`src/rtl/tank_cmd_if.sv`:
```
// Bus between the keyboard/tick sources, the tank command scheduler and the game logic.
// Handshake: a command transfers on a rising clk edge where cmd_valid=1 and cmd_ready=1;
// while cmd_valid=1 and cmd_ready=0 the command fields hold stable; cmd_valid never depends on cmd_ready.
interface tank_cmd_if;
    logic       key_valid;
    logic [9:0] key_code;
    logic       tick;
    logic       cmd_ready;
    logic       cmd_valid;
    logic       cmd_player;
    logic [2:0] cmd_op;
    logic       busy;
    logic       overrun;
    logic [9:0] key_state;

    modport master (
        output key_valid, key_code, tick, cmd_ready,
        input  cmd_valid, cmd_player, cmd_op, busy, overrun, key_state
    );

    modport slave (
        input  key_valid, key_code, tick, cmd_ready,
        output cmd_valid, cmd_player, cmd_op, busy, overrun, key_state
    );
endinterface

```
`src/rtl/tank_cmd_scheduler.sv`:
```
// Turns PS/2 key events into per-tick tank commands (fire, then one move, per player),
// alternating which player is served first on each accepted game tick.
module tank_cmd_scheduler #(
    parameter int COOLDOWN = 8
) (
    input logic        clk,
    input logic        rst,
    tank_cmd_if.slave  bus
);

    typedef enum logic [2:0] {IDLE, S0_FIRE, S0_MOVE, S1_FIRE, S1_MOVE} state_t;

    state_t          state, state_nx;
    logic [9:0]      key_state;
    logic [1:0]      fire_pend;
    logic [1:0][3:0] cooldown;
    logic            rr, seq_rr;
    logic [7:0]      snap_dirs;
    logic [3:0]      snap_work;
    logic            overrun_q;

    logic            key_hit, key_brk;
    logic [3:0]      key_idx;
    logic [1:0]      fire_make, fire_hs, cd_ready;
    logic [3:0]      live_work;
    logic            hs, cur_player, cur_fire;
    logic [2:0]      cur_op;
    logic [3:0]      cur_dirs;

    function automatic logic [3:0] dirs_of(input logic [7:0] d, input logic p);
        return p ? d[7:4] : d[3:0];
    endfunction

    // Work bits in visiting order: {S1_MOVE, S1_FIRE, S0_MOVE, S0_FIRE}.
    function automatic logic [3:0] work_of(input logic [7:0] d, input logic [1:0] fp,
                                           input logic [1:0] cdr, input logic r);
        return {|dirs_of(d, ~r), fp[~r] & cdr[~r], |dirs_of(d, r), fp[r] & cdr[r]};
    endfunction

    function automatic state_t pick(input logic [3:0] w, input int start);
        state_t s;
        s = IDLE;
        for (int j = 3; j >= 0; j--)
            if (j >= start && w[j]) s = state_t'(3'(j + 1));
        return s;
    endfunction

    always_comb begin
        key_hit = 1'b0;
        key_idx = 4'd0;
        if (bus.key_valid && !bus.key_code[9]) begin
            key_hit = 1'b1;
            case (bus.key_code[7:0])
                8'h1D:   key_idx = 4'd0;
                8'h1B:   key_idx = 4'd1;
                8'h1C:   key_idx = 4'd2;
                8'h23:   key_idx = 4'd3;
                8'h29:   key_idx = 4'd4;
                8'h43:   key_idx = 4'd5;
                8'h42:   key_idx = 4'd6;
                8'h3B:   key_idx = 4'd7;
                8'h4B:   key_idx = 4'd8;
                8'h5A:   key_idx = 4'd9;
                default: key_hit = 1'b0;
            endcase
        end
    end

    assign key_brk      = bus.key_code[8];
    assign fire_make[0] = key_hit && !key_brk && (key_idx == 4'd4);
    assign fire_make[1] = key_hit && !key_brk && (key_idx == 4'd9);

    // A cooldown of 1 reaches zero on the tick being sampled, so that tick may already fire.
    assign cd_ready[0] = (cooldown[0] <= 4'd1);
    assign cd_ready[1] = (cooldown[1] <= 4'd1);
    assign live_work   = work_of({key_state[8:5], key_state[3:0]}, fire_pend, cd_ready, rr);

    always_comb begin
        cur_player = 1'b0;
        cur_fire   = 1'b0;
        case (state)
            S0_FIRE: begin cur_player = seq_rr;  cur_fire = 1'b1; end
            S0_MOVE: cur_player = seq_rr;
            S1_FIRE: begin cur_player = ~seq_rr; cur_fire = 1'b1; end
            S1_MOVE: cur_player = ~seq_rr;
            default: ;
        endcase
        cur_dirs = dirs_of(snap_dirs, cur_player);
        if (state == IDLE)     cur_op = 3'd0;
        else if (cur_fire)     cur_op = 3'd4;
        else if (cur_dirs[0])  cur_op = 3'd0;
        else if (cur_dirs[1])  cur_op = 3'd1;
        else if (cur_dirs[2])  cur_op = 3'd2;
        else                   cur_op = 3'd3;
    end

    assign hs      = (state != IDLE) && bus.cmd_ready;
    assign fire_hs = (hs && cur_fire) ? (cur_player ? 2'b10 : 2'b01) : 2'b00;

    always_comb begin
        state_nx = state;
        case (state)
            IDLE:    if (bus.tick) state_nx = pick(live_work, 0);
            S0_FIRE: if (hs) state_nx = pick(snap_work, 1);
            S0_MOVE: if (hs) state_nx = pick(snap_work, 2);
            S1_FIRE: if (hs) state_nx = pick(snap_work, 3);
            S1_MOVE: if (hs) state_nx = IDLE;
            default: state_nx = IDLE;
        endcase
    end

    always_ff @(posedge clk or posedge rst) begin
        if (rst) state <= IDLE;
        else     state <= state_nx;
    end

    always_ff @(posedge clk or posedge rst) begin
        if (rst) begin
            key_state <= '0;
            fire_pend <= '0;
            cooldown  <= '0;
            rr        <= 1'b0;
            seq_rr    <= 1'b0;
            snap_dirs <= '0;
            snap_work <= '0;
            overrun_q <= 1'b0;
        end else begin
            if (key_hit) key_state[key_idx] <= ~key_brk;
            for (int p = 0; p < 2; p++) begin
                // A fire make in the handshake cycle re-arms the request just cleared.
                if (fire_make[p])     fire_pend[p] <= 1'b1;
                else if (fire_hs[p])  fire_pend[p] <= 1'b0;
                if (fire_hs[p])                           cooldown[p] <= 4'(COOLDOWN);
                else if (bus.tick && cooldown[p] != 4'd0) cooldown[p] <= cooldown[p] - 4'd1;
            end
            if (state == IDLE && bus.tick) begin
                snap_dirs <= {key_state[8:5], key_state[3:0]};
                snap_work <= live_work;
                seq_rr    <= rr;
                rr        <= ~rr;
            end
            overrun_q <= bus.tick && (state != IDLE);
        end
    end

    assign bus.cmd_valid  = (state != IDLE);
    assign bus.busy       = (state != IDLE);
    assign bus.cmd_player = cur_player;
    assign bus.cmd_op     = cur_op;
    assign bus.overrun    = overrun_q;
    assign bus.key_state  = key_state;

endmodule

```
`src/flat_wrapper.sv`:
```
// flat-port wrapper written by rule: the top's interface ports become plain ports
module tank_cmd_scheduler_flat 
#(
    parameter int COOLDOWN = 8
)
  (clk, rst, bus_key_valid, bus_key_code, bus_tick, bus_cmd_ready, bus_cmd_valid, bus_cmd_player, bus_cmd_op, bus_busy, bus_overrun, bus_key_state);
  tank_cmd_if bus_i ();
  input logic clk;
  input logic rst;
  input wire logic [$bits(bus_i.key_valid)-1:0] bus_key_valid;
  input wire logic [$bits(bus_i.key_code)-1:0] bus_key_code;
  input wire logic [$bits(bus_i.tick)-1:0] bus_tick;
  input wire logic [$bits(bus_i.cmd_ready)-1:0] bus_cmd_ready;
  output wire logic [$bits(bus_i.cmd_valid)-1:0] bus_cmd_valid;
  output wire logic [$bits(bus_i.cmd_player)-1:0] bus_cmd_player;
  output wire logic [$bits(bus_i.cmd_op)-1:0] bus_cmd_op;
  output wire logic [$bits(bus_i.busy)-1:0] bus_busy;
  output wire logic [$bits(bus_i.overrun)-1:0] bus_overrun;
  output wire logic [$bits(bus_i.key_state)-1:0] bus_key_state;
  assign bus_i.key_valid = bus_key_valid;
  assign bus_i.key_code = bus_key_code;
  assign bus_i.tick = bus_tick;
  assign bus_i.cmd_ready = bus_cmd_ready;
  assign bus_cmd_valid = bus_i.cmd_valid;
  assign bus_cmd_player = bus_i.cmd_player;
  assign bus_cmd_op = bus_i.cmd_op;
  assign bus_busy = bus_i.busy;
  assign bus_overrun = bus_i.overrun;
  assign bus_key_state = bus_i.key_state;
  tank_cmd_scheduler #(.COOLDOWN(COOLDOWN)) u_core (.clk(clk), .rst(rst), .bus(bus_i));
endmodule
```
`config.mk`:
```
export PLATFORM = sky130hd
export DESIGN_NAME = tank_cmd_scheduler_flat
export DESIGN_NICKNAME = d
export VERILOG_FILES = /design/src/rtl/tank_cmd_if.sv /design/src/rtl/tank_cmd_scheduler.sv /design/src/flat_wrapper.sv
export SDC_FILE = /design/constraint.sdc
export NUM_CORES = 1
export LEC_CHECK = 0
export CORE_ASPECT_RATIO = 0.8
export CORE_UTILIZATION = 35
export DETAILED_ROUTE_END_ITERATION = 8
export PLACE_DENSITY = 0.58
export SLEW_MARGIN = 10
export SYNTH_ARGS = -nofsm -noshare
export SYNTH_HDL_FRONTEND = slang
export SYNTH_SLANG_ARGS = --single-unit
export TNS_END_PERCENT = 100
```
`constraint.sdc`:
```
create_clock -name clk -period 6.45 [get_ports clk]
set_input_delay 1.6125 -clock clk [delete_from_list [all_inputs] [get_ports clk]]
set_output_delay 1.6125 -clock clk [all_outputs]
set_load 0.005 [all_outputs]
```
==> run summary <==
Peak VDD IR: 0.133 mV
Synth warn: 0
TritonCTS Buffers: 5
Fin util: 0.460
Clock skew: 0.00524 ns
Reg area: 876 sq um
Number of global-route vias before repair: 1540
Root Driver: clkbuf_8
Clk Latency, worst-skew pair: 0.28 ns
Post-synth EDFFs: 0
Syn Nets: 248
Hold/Removal Path Class: reg -> reg
Largest net degree at the start of global routing: 36
Slowest Stage Delay on Critical Path: 0.55 ns
Die area: 6370 sq um
Static leakage: 1.10 nW
Clock power share: 0.218
Endpoint class of the critical path: output pin
Detail Route Antenna Nets: 0
Crit Path Class: reg -> out
Sequential area share after synthesis: 0.413
Sum of buffers and inverters on the critical path: 1
Routed wl met3: 207 microns
Metal-1 WL: 2.52 mm
Syn_area_per_cell: 9.33 sq um
DR WL met2: 1.88 mm
CP delay by family, top: buffers and inverters
Routability cong.: 0.838
Row count: 24
Register bit total from synthesis: 35
Starting Density: 0.375
Final period utilization: 0.663
Global-route wire length before repair: 7.73 mm
Data required time of the worst path: 4.84 ns
Synthesized-area fraction occupied by and/or/nand/nor cells: 0.227
Critical R2R Launch: u_core.bus.key_state[1]
Net load switching power: 0.330 mW
Final setup violating endpoints: 0
Share of post-route cells with drive strength above 1: 0.0784
Hold-fix buffers, CTS: 0
Critical Path Slowest Stage Cell: clkdlybuf4s50_1
Nets: 275
Max-cap check violation count: 0
GRT Util Overall: 0.161
Top routing layer used: met4
Worst-Margin Slew: 1.06 ns
Routed WL: 4.63 mm
Switching Fraction: 0.352
Port buffer count: 31
H-tree levels: 2
Setup TNS: 0 ns
Min-delay src: u_core.snap_dirs[0]
Compound-Gate Fraction of Synth Area: 0.168
Share of flip-flops with an asynchronous set or reset: 1.00
Largest family of logic cells by synthesized area: simple AND/OR/NAND/NOR gates
Worst Path Arrival: 2.66 ns
Crit. Startpoint: u_core.state[1]
Fin crit period: 4.28 ns
Area of the multi-input gates: 1140 sq um
Worst Path Max Fanout: 10
CTS Sinks: 35
Status: finished, final reports clean
Die height: 71.6 microns
# resized after CTS: 0
Comb pwr share: 0.392
Grt ovf: 0
Maximum clock rate: 0.234 GHz
Hold Vio Cnt, Final: 0
PD cells: 361 nW/um^2
CTS tree: done
Post-synthesis xor/xnor area fraction: 0.0413
Worst-case clock buffer depth: 2
IO Pins: 32
Post-synth cell types: 48
DRT iter0 DRCs: 56
Diode count: 0
Internal power: 0.606 mW
Post-CTS Setup Inserts: 0
Top_reg_cell synth: dfrtp_1
DR vias: 1720
Post-synthesis mux area share: 0.0656
Core area: 5650 sq um
DR pass1 iterations: 4
DRC errors left: 0
CTS clk-pin slew, worst paths: 0.07 ns
Avg Vias per Cell: 5.17
Netlist Area Pre-Place: 2120 sq um
Post-DP HPWL: 3.51 mm
Worst Setup Start Kind: flop
Relative slew slack: 0.289
Post-Synth Adder-Cell Area: 0.0354
Die width: 89.0 microns
RSZ-0062 raised after global routing: no
Cell chain of the critical path: xnor2_1, a211o_1, nand2_1, mux2_2, nor4b_1, clkdlybuf4s50_1
Area growth syn-to-layout: 22.5%
Fillers: 588
Fin. max-slew vios: 0
Mapped Cells: 227
Initial antenna violation count: 0
Share of power burned in registers: 0.390
WL/cell: 13.9 microns
cell usage in the layout, fill, tap and decap left out, types with 2 or more instances in the layout:
master,Yosys,layout
mux2i_1,6,6
xnor2_1,6,6
nor3_1,4,4
nand2_1,21,21
nor2_1,18,18
dfrtp_1,35,35
xor2_1,4,4
and3b_2,3,3
a21boi_0,2,2
clkdlybuf4s50_1,0,31
o211a_1,2,2
a21oi_1,7,7
and3_1,5,5
nand2b_1,3,3
o211ai_1,4,4
nor4b_1,2,2
mux2_2,7,7
nand3b_1,2,2
o21ai_0,13,13
a211o_1,2,2
and3b_1,2,2
nor2b_1,3,3
nor4_1,4,4
o31ai_1,2,2
and2_1,2,2
clkbuf_8,0,6
o41ai_1,3,3
a211oi_1,4,4
a22oi_1,3,3
inv_1,13,13
ha_1,6,6
or3_1,2,2
nor3b_1,10,10
a31oi_1,2,2
kinds of logic (layout without fill, tap and decap cells):
group                      count (synthesis)  in the layout
muxes                                     13             13
and+or+nand+nor                           86             86
xor gates and xnor gates                  10             10
DFF                                       35             35
AOI/OAI and AO/OA                         52             52
buffers and inverters                     25             53
adders and majority gates                  6              6
stage by stage:
step	hold WS (ns)	instances	worst slack (ns)	total power, mW	instance area (sq um)
3_3_place_gp	0.467	325	2.39	0.732	2480
4_1_cts	0.492	333	2.16	0.946	2590
3_5_place_dp	0.471	325	2.27	0.737	2480
2_1_floorplan	0.442	227	3.08	0.611	2120
5_1_grt	0.522	333	1.98	1.02	2590
6_report	0.488	333	2.17	0.936	2590
state kept, by name, indices dropped and copies added, names as in the netlist:
name and cells:
u_core.bus.key_state 10, u_core.bus.overrun 1, u_core.cooldown 8, u_core.fire_pend 2, u_core.rr 1, u_core.seq_rr 1, u_core.snap_dirs 6, u_core.snap_work 3
u_core.state 3
worst paths after layout:
check | cells past startpoint | slack, ns | end
min in group asynchronous | 3 | 1.72 | u_core.bus.key_state[9]
hold reg to reg | 2 | 0.49 | u_core.snap_dirs[0]
setup / recovery | 6 | 2.17 | bus_cmd_op[0]
hold / removal | 2 | 0.49 | u_core.snap_dirs[0]
setup reg to reg | 4 | 4.35 | u_core.state[0]
max in group asynchronous | 3 | 4.41 | u_core.cooldown[1]
worst min-delay path, cell delays in order (launching register included):
cell	delay (ns)
dfrtp_1	0.35
nand2_1	0.05
o21ai_0	0.06
cells in the mapped netlist, drive strengths merged, types with 3 or more instances:
master | number | area [sq um]
a211oi | 4 | 30.0
a21oi | 7 | 35.0
a22oi | 3 | 22.5
and3 | 5 | 31.3
and3b | 5 | 47.6
buf | 7 | 37.5
clkbuf | 5 | 18.8
dfrtp | 35 | 876
ha | 6 | 75.1
inv | 13 | 48.8
mux2 | 7 | 78.8
mux2i | 6 | 60.1
nand2 | 21 | 78.8
nand2b | 3 | 18.8
nor2 | 18 | 67.6
nor2b | 3 | 18.8
nor3 | 4 | 20.0
nor3b | 10 | 75.1
nor4 | 5 | 37.5
o211ai | 4 | 30.0
o21ai | 13 | 65.1
o41ai | 3 | 26.3
xnor2 | 6 | 52.6
xor2 | 4 | 35.0
power by group through the flow:
stage | registers [mW] | logic [mW] | clock network [mW]
2_1_floorplan | 0.330 | 0.281 | 0
3_3_place_gp | 0.367 | 0.365 | 0
3_5_place_dp | 0.369 | 0.369 | 0
4_1_cts | 0.364 | 0.371 | 0.211
5_1_grt | 0.377 | 0.422 | 0.221
6_report | 0.365 | 0.366 | 0.204
layer usage:
metal  vias up  track usage
met3         5       0.0426
met5         -            0
li1        869            -
met1       812        0.262
met4         0       0.0423
met2        34        0.203
area by class of cell:
type / count / area share
Multi-Input combinational cell: 167 / 0.438
Tap cell: 78 / 0.0376
Clock buffer: 6 / 0.0318
Timing Repair Buffer: 32 / 0.122
Inverter: 13 / 0.0188
Sequential cell: 35 / 0.338
Clock inverter: 2 / 0.0135
No activity file was read; power rests on OpenSTA's default activity.
